`src/rtl/hazard_controller.sv`:
```
// hazard_controller
//   Pipeline hazard unit for a five-stage in-order core. It detects load-use
//   hazards between Decode and Execute, runs a two-cycle flush sequence after
//   a taken branch, and freezes the pipeline while the Memory stage waits on
//   its handshake. It also keeps a saturating stall-cycle counter and a
//   sticky memory-timeout flag.
//
// Ports
//   clk                  single clock, rising edge
//   rst                  synchronous reset, active low
//   opcodeD, rs1D, rs2D  Decode-stage opcode and source registers
//   rdE, writeEnableE,
//   resultSelectorWBE    Execute-stage destination, write enable, load marker
//   branchTakenE         resolved taken branch in Execute
//   memReqM, memReadyM   Memory-stage request / ready handshake
//   clearCount           synchronous clear of stallCount
//   stallF..stallM       pipeline register enables (1 = hold)
//   flushD, flushE, flushW pipeline register flushes (1 = bubble)
//   stallCount           cycles with stallF asserted, saturating at 0xFFFF
//   memTimeout           sticky: a memory wait lasted TIMEOUT cycles
module hazard_controller #(
  parameter int OPCODEWIDTH = 4,
  parameter int REGWIDTH    = 4,
  parameter int TIMEOUT     = 255
) (
  input  logic                   clk,
  input  logic                   rst,
  input  logic [OPCODEWIDTH-1:0] opcodeD,
  input  logic [REGWIDTH-1:0]    rs1D,
  input  logic [REGWIDTH-1:0]    rs2D,
  input  logic [REGWIDTH-1:0]    rdE,
  input  logic                   writeEnableE,
  input  logic                   resultSelectorWBE,
  input  logic                   branchTakenE,
  input  logic                   memReqM,
  input  logic                   memReadyM,
  input  logic                   clearCount,
  output logic                   stallF,
  output logic                   stallD,
  output logic                   stallE,
  output logic                   stallM,
  output logic                   flushD,
  output logic                   flushE,
  output logic                   flushW,
  output logic [15:0]            stallCount,
  output logic                   memTimeout
);

  localparam int WAITW = $clog2(TIMEOUT + 1);
  localparam logic [WAITW-1:0] WAIT_MAX = WAITW'(TIMEOUT);
  // Bit n set means opcode n reads rs2D (opcodes 0,1,5,6,8,9,10).
  localparam logic [15:0] RS2_MASK = 16'b0000_0111_0110_0011;

  typedef enum logic {RUN, FLUSH2} state_t;

  state_t           state_reg, state_next;
  logic [15:0]      count_reg, count_next;
  logic [WAITW-1:0] wait_reg, wait_next;
  logic             timeout_reg;

  logic use_rs1, use_rs2, load_use, mem_wait;

  // Opcodes above 10 read no register; the 4-bit cast is only consulted
  // when the opcode is already known to be at most 10.
  assign use_rs1  = (opcodeD <= OPCODEWIDTH'(10));
  assign use_rs2  = use_rs1 && RS2_MASK[4'(opcodeD)];
  assign load_use = resultSelectorWBE && writeEnableE &&
                    ((use_rs1 && (rdE == rs1D)) || (use_rs2 && (rdE == rs2D)));
  assign mem_wait = memReqM && !memReadyM;

  always_comb begin
    state_next = state_reg;
    stallF = 1'b0;
    stallD = 1'b0;
    stallE = 1'b0;
    stallM = 1'b0;
    flushD = 1'b0;
    flushE = 1'b0;
    flushW = 1'b0;
    if (rst) begin
      if (mem_wait) begin
        // Freeze everything up to Memory and bubble Writeback; a pending
        // FLUSH2 survives the wait and is issued once memory is ready.
        stallF = 1'b1;
        stallD = 1'b1;
        stallE = 1'b1;
        stallM = 1'b1;
        flushW = 1'b1;
      end else begin
        unique case (state_reg)
          FLUSH2: begin
            flushD     = 1'b1;
            state_next = RUN;
          end
          default: begin
            if (branchTakenE) begin
              flushD     = 1'b1;
              flushE     = 1'b1;
              state_next = FLUSH2;
            end else if (load_use) begin
              stallF = 1'b1;
              stallD = 1'b1;
              flushE = 1'b1;
            end
          end
        endcase
      end
    end
  end

  always_comb begin
    count_next = count_reg;
    if (clearCount) begin
      count_next = 16'h0000;
    end else if (stallF && (count_reg != 16'hFFFF)) begin
      count_next = count_reg + 16'h0001;
    end
  end

  always_comb begin
    wait_next = '0;
    if (mem_wait) begin
      wait_next = (wait_reg == WAIT_MAX) ? wait_reg : wait_reg + WAITW'(1);
    end
  end

  always_ff @(posedge clk) begin
    if (!rst) begin
      state_reg   <= RUN;
      count_reg   <= 16'h0000;
      wait_reg    <= '0;
      timeout_reg <= 1'b0;
    end else begin
      state_reg   <= state_next;
      count_reg   <= count_next;
      wait_reg    <= wait_next;
      timeout_reg <= timeout_reg || (wait_next == WAIT_MAX);
    end
  end

  assign stallCount = count_reg;
  assign memTimeout = timeout_reg;

endmodule

```
`config.mk`:
```
export PLATFORM = sky130hd
export DESIGN_NAME = hazard_controller
export DESIGN_NICKNAME = d
export VERILOG_FILES = /design/src/rtl/hazard_controller.sv
export SDC_FILE = /design/constraint.sdc
export NUM_CORES = 1
export LEC_CHECK = 0
export ABC_AREA = 1
export BUFFER_PORTS_ARGS = -buffer_cell sky130_fd_sc_hd__buf_2
export CORE_MARGIN = 10
export CORE_UTILIZATION = 55
export CTS_CLUSTER_DIAMETER = 150
export DETAILED_ROUTE_END_ITERATION = 10
export GPL_TIMING_DRIVEN = 0
export PLACE_DENSITY = 0.87
export RECOVER_POWER = 25
export SYNTH_ARGS = -nofsm -noshare
export SYNTH_HDL_FRONTEND = slang
export SYNTH_SLANG_ARGS = --single-unit
```
`constraint.sdc`:
```
create_clock -name clk -period 3 [get_ports clk]
set_clock_uncertainty 0.2 [all_clocks]
set_input_delay 0.3 -clock clk [delete_from_list [all_inputs] [get_ports clk]]
set_output_delay 0.3 -clock clk [all_outputs]
set_load 0.03 [all_outputs]
```
==> impl_metrics.yaml <==
die:
  coreArea_mm2: 0.00303
  start_util_pct: 57.4
  fp.dieH_um: 76.2
  die_w_um: 76.2
  die-area_mm2: 0.00581
  ioPinCount: 48
  placementRows: 20
synth:
  yosys_warnings: 0
  netlist_instances: 256
  synth_cell_type_count: 27
  ys_ff_latch: 26
  synth-edff-count: 0
  synth_area_mm2: 0.00174
  yosysMostFrequentCell: "nand2_1"
  ys.flop_type: "dfxtp_1"
  avgSynthCellArea_um2: 6.79
  syn-num-nets: 284
  synth_top_area_share_pct: 29.9
  synth_commonest_cells: "53 x nand2_1, 30 x nand3_1, 30 x nor2_1"
  yosysSeqAreaShare_pct: 29.9
  synth.area.top_cells: "dfxtp_1 30%, nand2_1 11%, nand3_1 8.6%, xor2_1 6.5%, nor2_1 6.5%"
  async_flop_share_pct: 0
  synth_top_area_cell: "dfxtp_1"
drt:
  dr.pass1.iters: 4
  final_antenna_net_count: 0
  vias: 1775
  wl_per_cell_um: 11.7
  wl_um: 4100
  drcViolationCount: 0
  via_per_inst: 5.04
  drt_first_iter_violations: 142
finish:
  nets: 337
  antenna_cells: 0
  fill_cells: 271
  layout-drive-gt1-share_pct: 22.1
  largest_register_ffs: 16
  area_delta_synth_final_pct: 19.5
  final_util_pct: 68.6
cts:
  cts.sinks: 26
  postCtsResizedCells: 0
  post_cts.repair.setup_buffers: 0
  cts.clk_slew.worst_paths_ns: 0.14
  clockRootBuffer: "clkbuf_4"
  tritoncts: "yes"
  cts_max_level: 1
  cts_buffer_depth: 2
  cts_made_buffers: 3
  ctsHoldBuffers: 1
  clkLatencyLatePin_ns: 0.34
setup_path:
  crit_path_cell_trace: "buf_2, inv_1, ha_1, nor2_1, nor2_1, nor2_1, nand2_1, nand2_1, nand3_1, nand2_2, buf_2, buf_4, buf_2"
  start_kind: "primary input"
  cp.required_ns: 2.50
  worst_path_max_delay_cell: "buf_2"
  path_max_fanout: 11
  critical-path-max-stage-delay_ns: 0.28
  endpoint_kind: "primary output"
  crit_arrival_ns: 1.97
  critical_path_class: "primary input to primary output"
timing:
  fin_crit_sh_pct: 82.2
  slew_headroom_pct: 52.1
  post-route-min-period_ns: 2.47
  fmax_ghz: 0.406
  worst_slew_pin_slew_ns: 0.718
  tns_ns: 0
  grt_setup_unrepaired: "no"
  setup-violations-final: 0
  finalHoldViolations: 0
  slew_viol_final: 0
grt:
  grt_overflow: 0
  grt_pass1_wl_um: 7010
  grt_max_degree: 16
  track_usage_pct: 13.8
  antenna_found_initial: 0
  grt_pass1_vias: 1622
power:
  irDropWorstVdd_uv: 166
  powerDensity_mw_per_mm2: 329
  p_leak_uw: 0.000916
run_status:
  status: "completed"
min_path:
  min_path_type: "primary input to flop"
place:
  io_buffers: 47
  dpl.hpwl_um: 3220
  place.gp.congestion: 0.901
run:
  maxCapViolCount: 0
-- layout make-up --
| type | count | area [µm²] | area share (%) |
|---|---|---|---|
| clock inverters | 1 | 30.0 | 1.44 |
| inverters | 30 | 113 | 5.42 |
| well taps | 44 | 55.1 | 2.65 |
| multi-input cells | 191 | 1050 | 50.5 |
| repair buffers | 48 | 231 | 11.1 |
| flip-flops and latches | 26 | 520 | 25.0 |
| clock buffers | 3 | 22.5 | 1.08 |
| plain buffers | 9 | 56.3 | 2.71 |
-- critical path: cells and delay by family --
family        cells  cell delay [ns]
fa+ha+maj         1             0.27
simple gates      7             0.66
buf+inv           5             0.73
-- power breakdown --
group / leakage (µW) / internal (µW) / switching, µW
clock: 0.0000279 / 135 / 112
sequential: 0.000210 / 348 / 2.11
combinational: 0.000678 / 35.5 / 51.1
total: 0.000916 / 518 / 165
-- cells by family after synthesis --
kind of cell,synth area share (%)
XOR/XNOR,11.6
AND/OR/NAND/NOR,35.7
adder cells (fa/ha/maj),2.88
AO/OA/AOI/OAI,10.2
flip-flops,29.9
buffers and inverters,9.71
-- final timing paths --
kind | start | to | slack [ns] | cells past startpoint
worst min-delay path | rst | state_reg$_SDFFE_PN0N_ | 0.03 | 3
worst max register to register | stallCount[0]$_SDFFE_PP0P_ | stallCount[15]$_SDFFE_PP0P_ | 0.85 | 8
worst max-delay path | opcodeD[0] | stallF | 0.53 | 13
worst min register to register | memTimeout$_SDFF_PN0_ | memTimeout$_SDFF_PN0_ | 0.29 | 2
-- cells in the final DEF, fill, tap and decap left out --
master,instances
a21oi_1,14
a21oi_2,10
and2_4,1
and3_1,1
buf_2,39
buf_4,3
buf_6,1
bufinv_16,1
clkbuf_1,13
clkbuf_4,3
dfxtp_1,26
dlygate4sd3_1,1
ha_1,4
inv_1,27
inv_2,3
nand2_1,53
nand2_2,1
nand2_4,1
nand3_1,30
nand4_1,5
nand4_4,1
nor2_1,30
nor2_2,1
nor3_1,9
nor3_2,1
o21ai_0,3
o21ai_1,1
or2_2,2
xnor2_1,10
xor2_1,13
-- per-stage QoR --
step	hold slack, ns	setup slack (ns)	area, µm²	power (µW)	cells
floorplan	0.247	0.602	1740	411	256
global placement	0.243	0.561	2030	441	347
detailed placement	0.259	0.531	2030	443	347
CTS	0.0274	0.524	2090	687	352
global route	0.0728	0.376	2080	709	352
finish	0.0305	0.535	2080	683	352
-- routing by layer --
| metal | up-vias | wire, µm | track usage (%) |
|---|---|---|---|
| met2 | 43 | 2000 | 22.9 |
| li1 | 921 | - | - |
| met1 | 804 | 1820 | 17.0 |
| met4 | 0 | 80 | 6.32 |
| met5 | - | 0 | 0 |
| met3 | 7 | 205 | 2.24 |
Note: power is estimated with default switching activity, not from simulation.
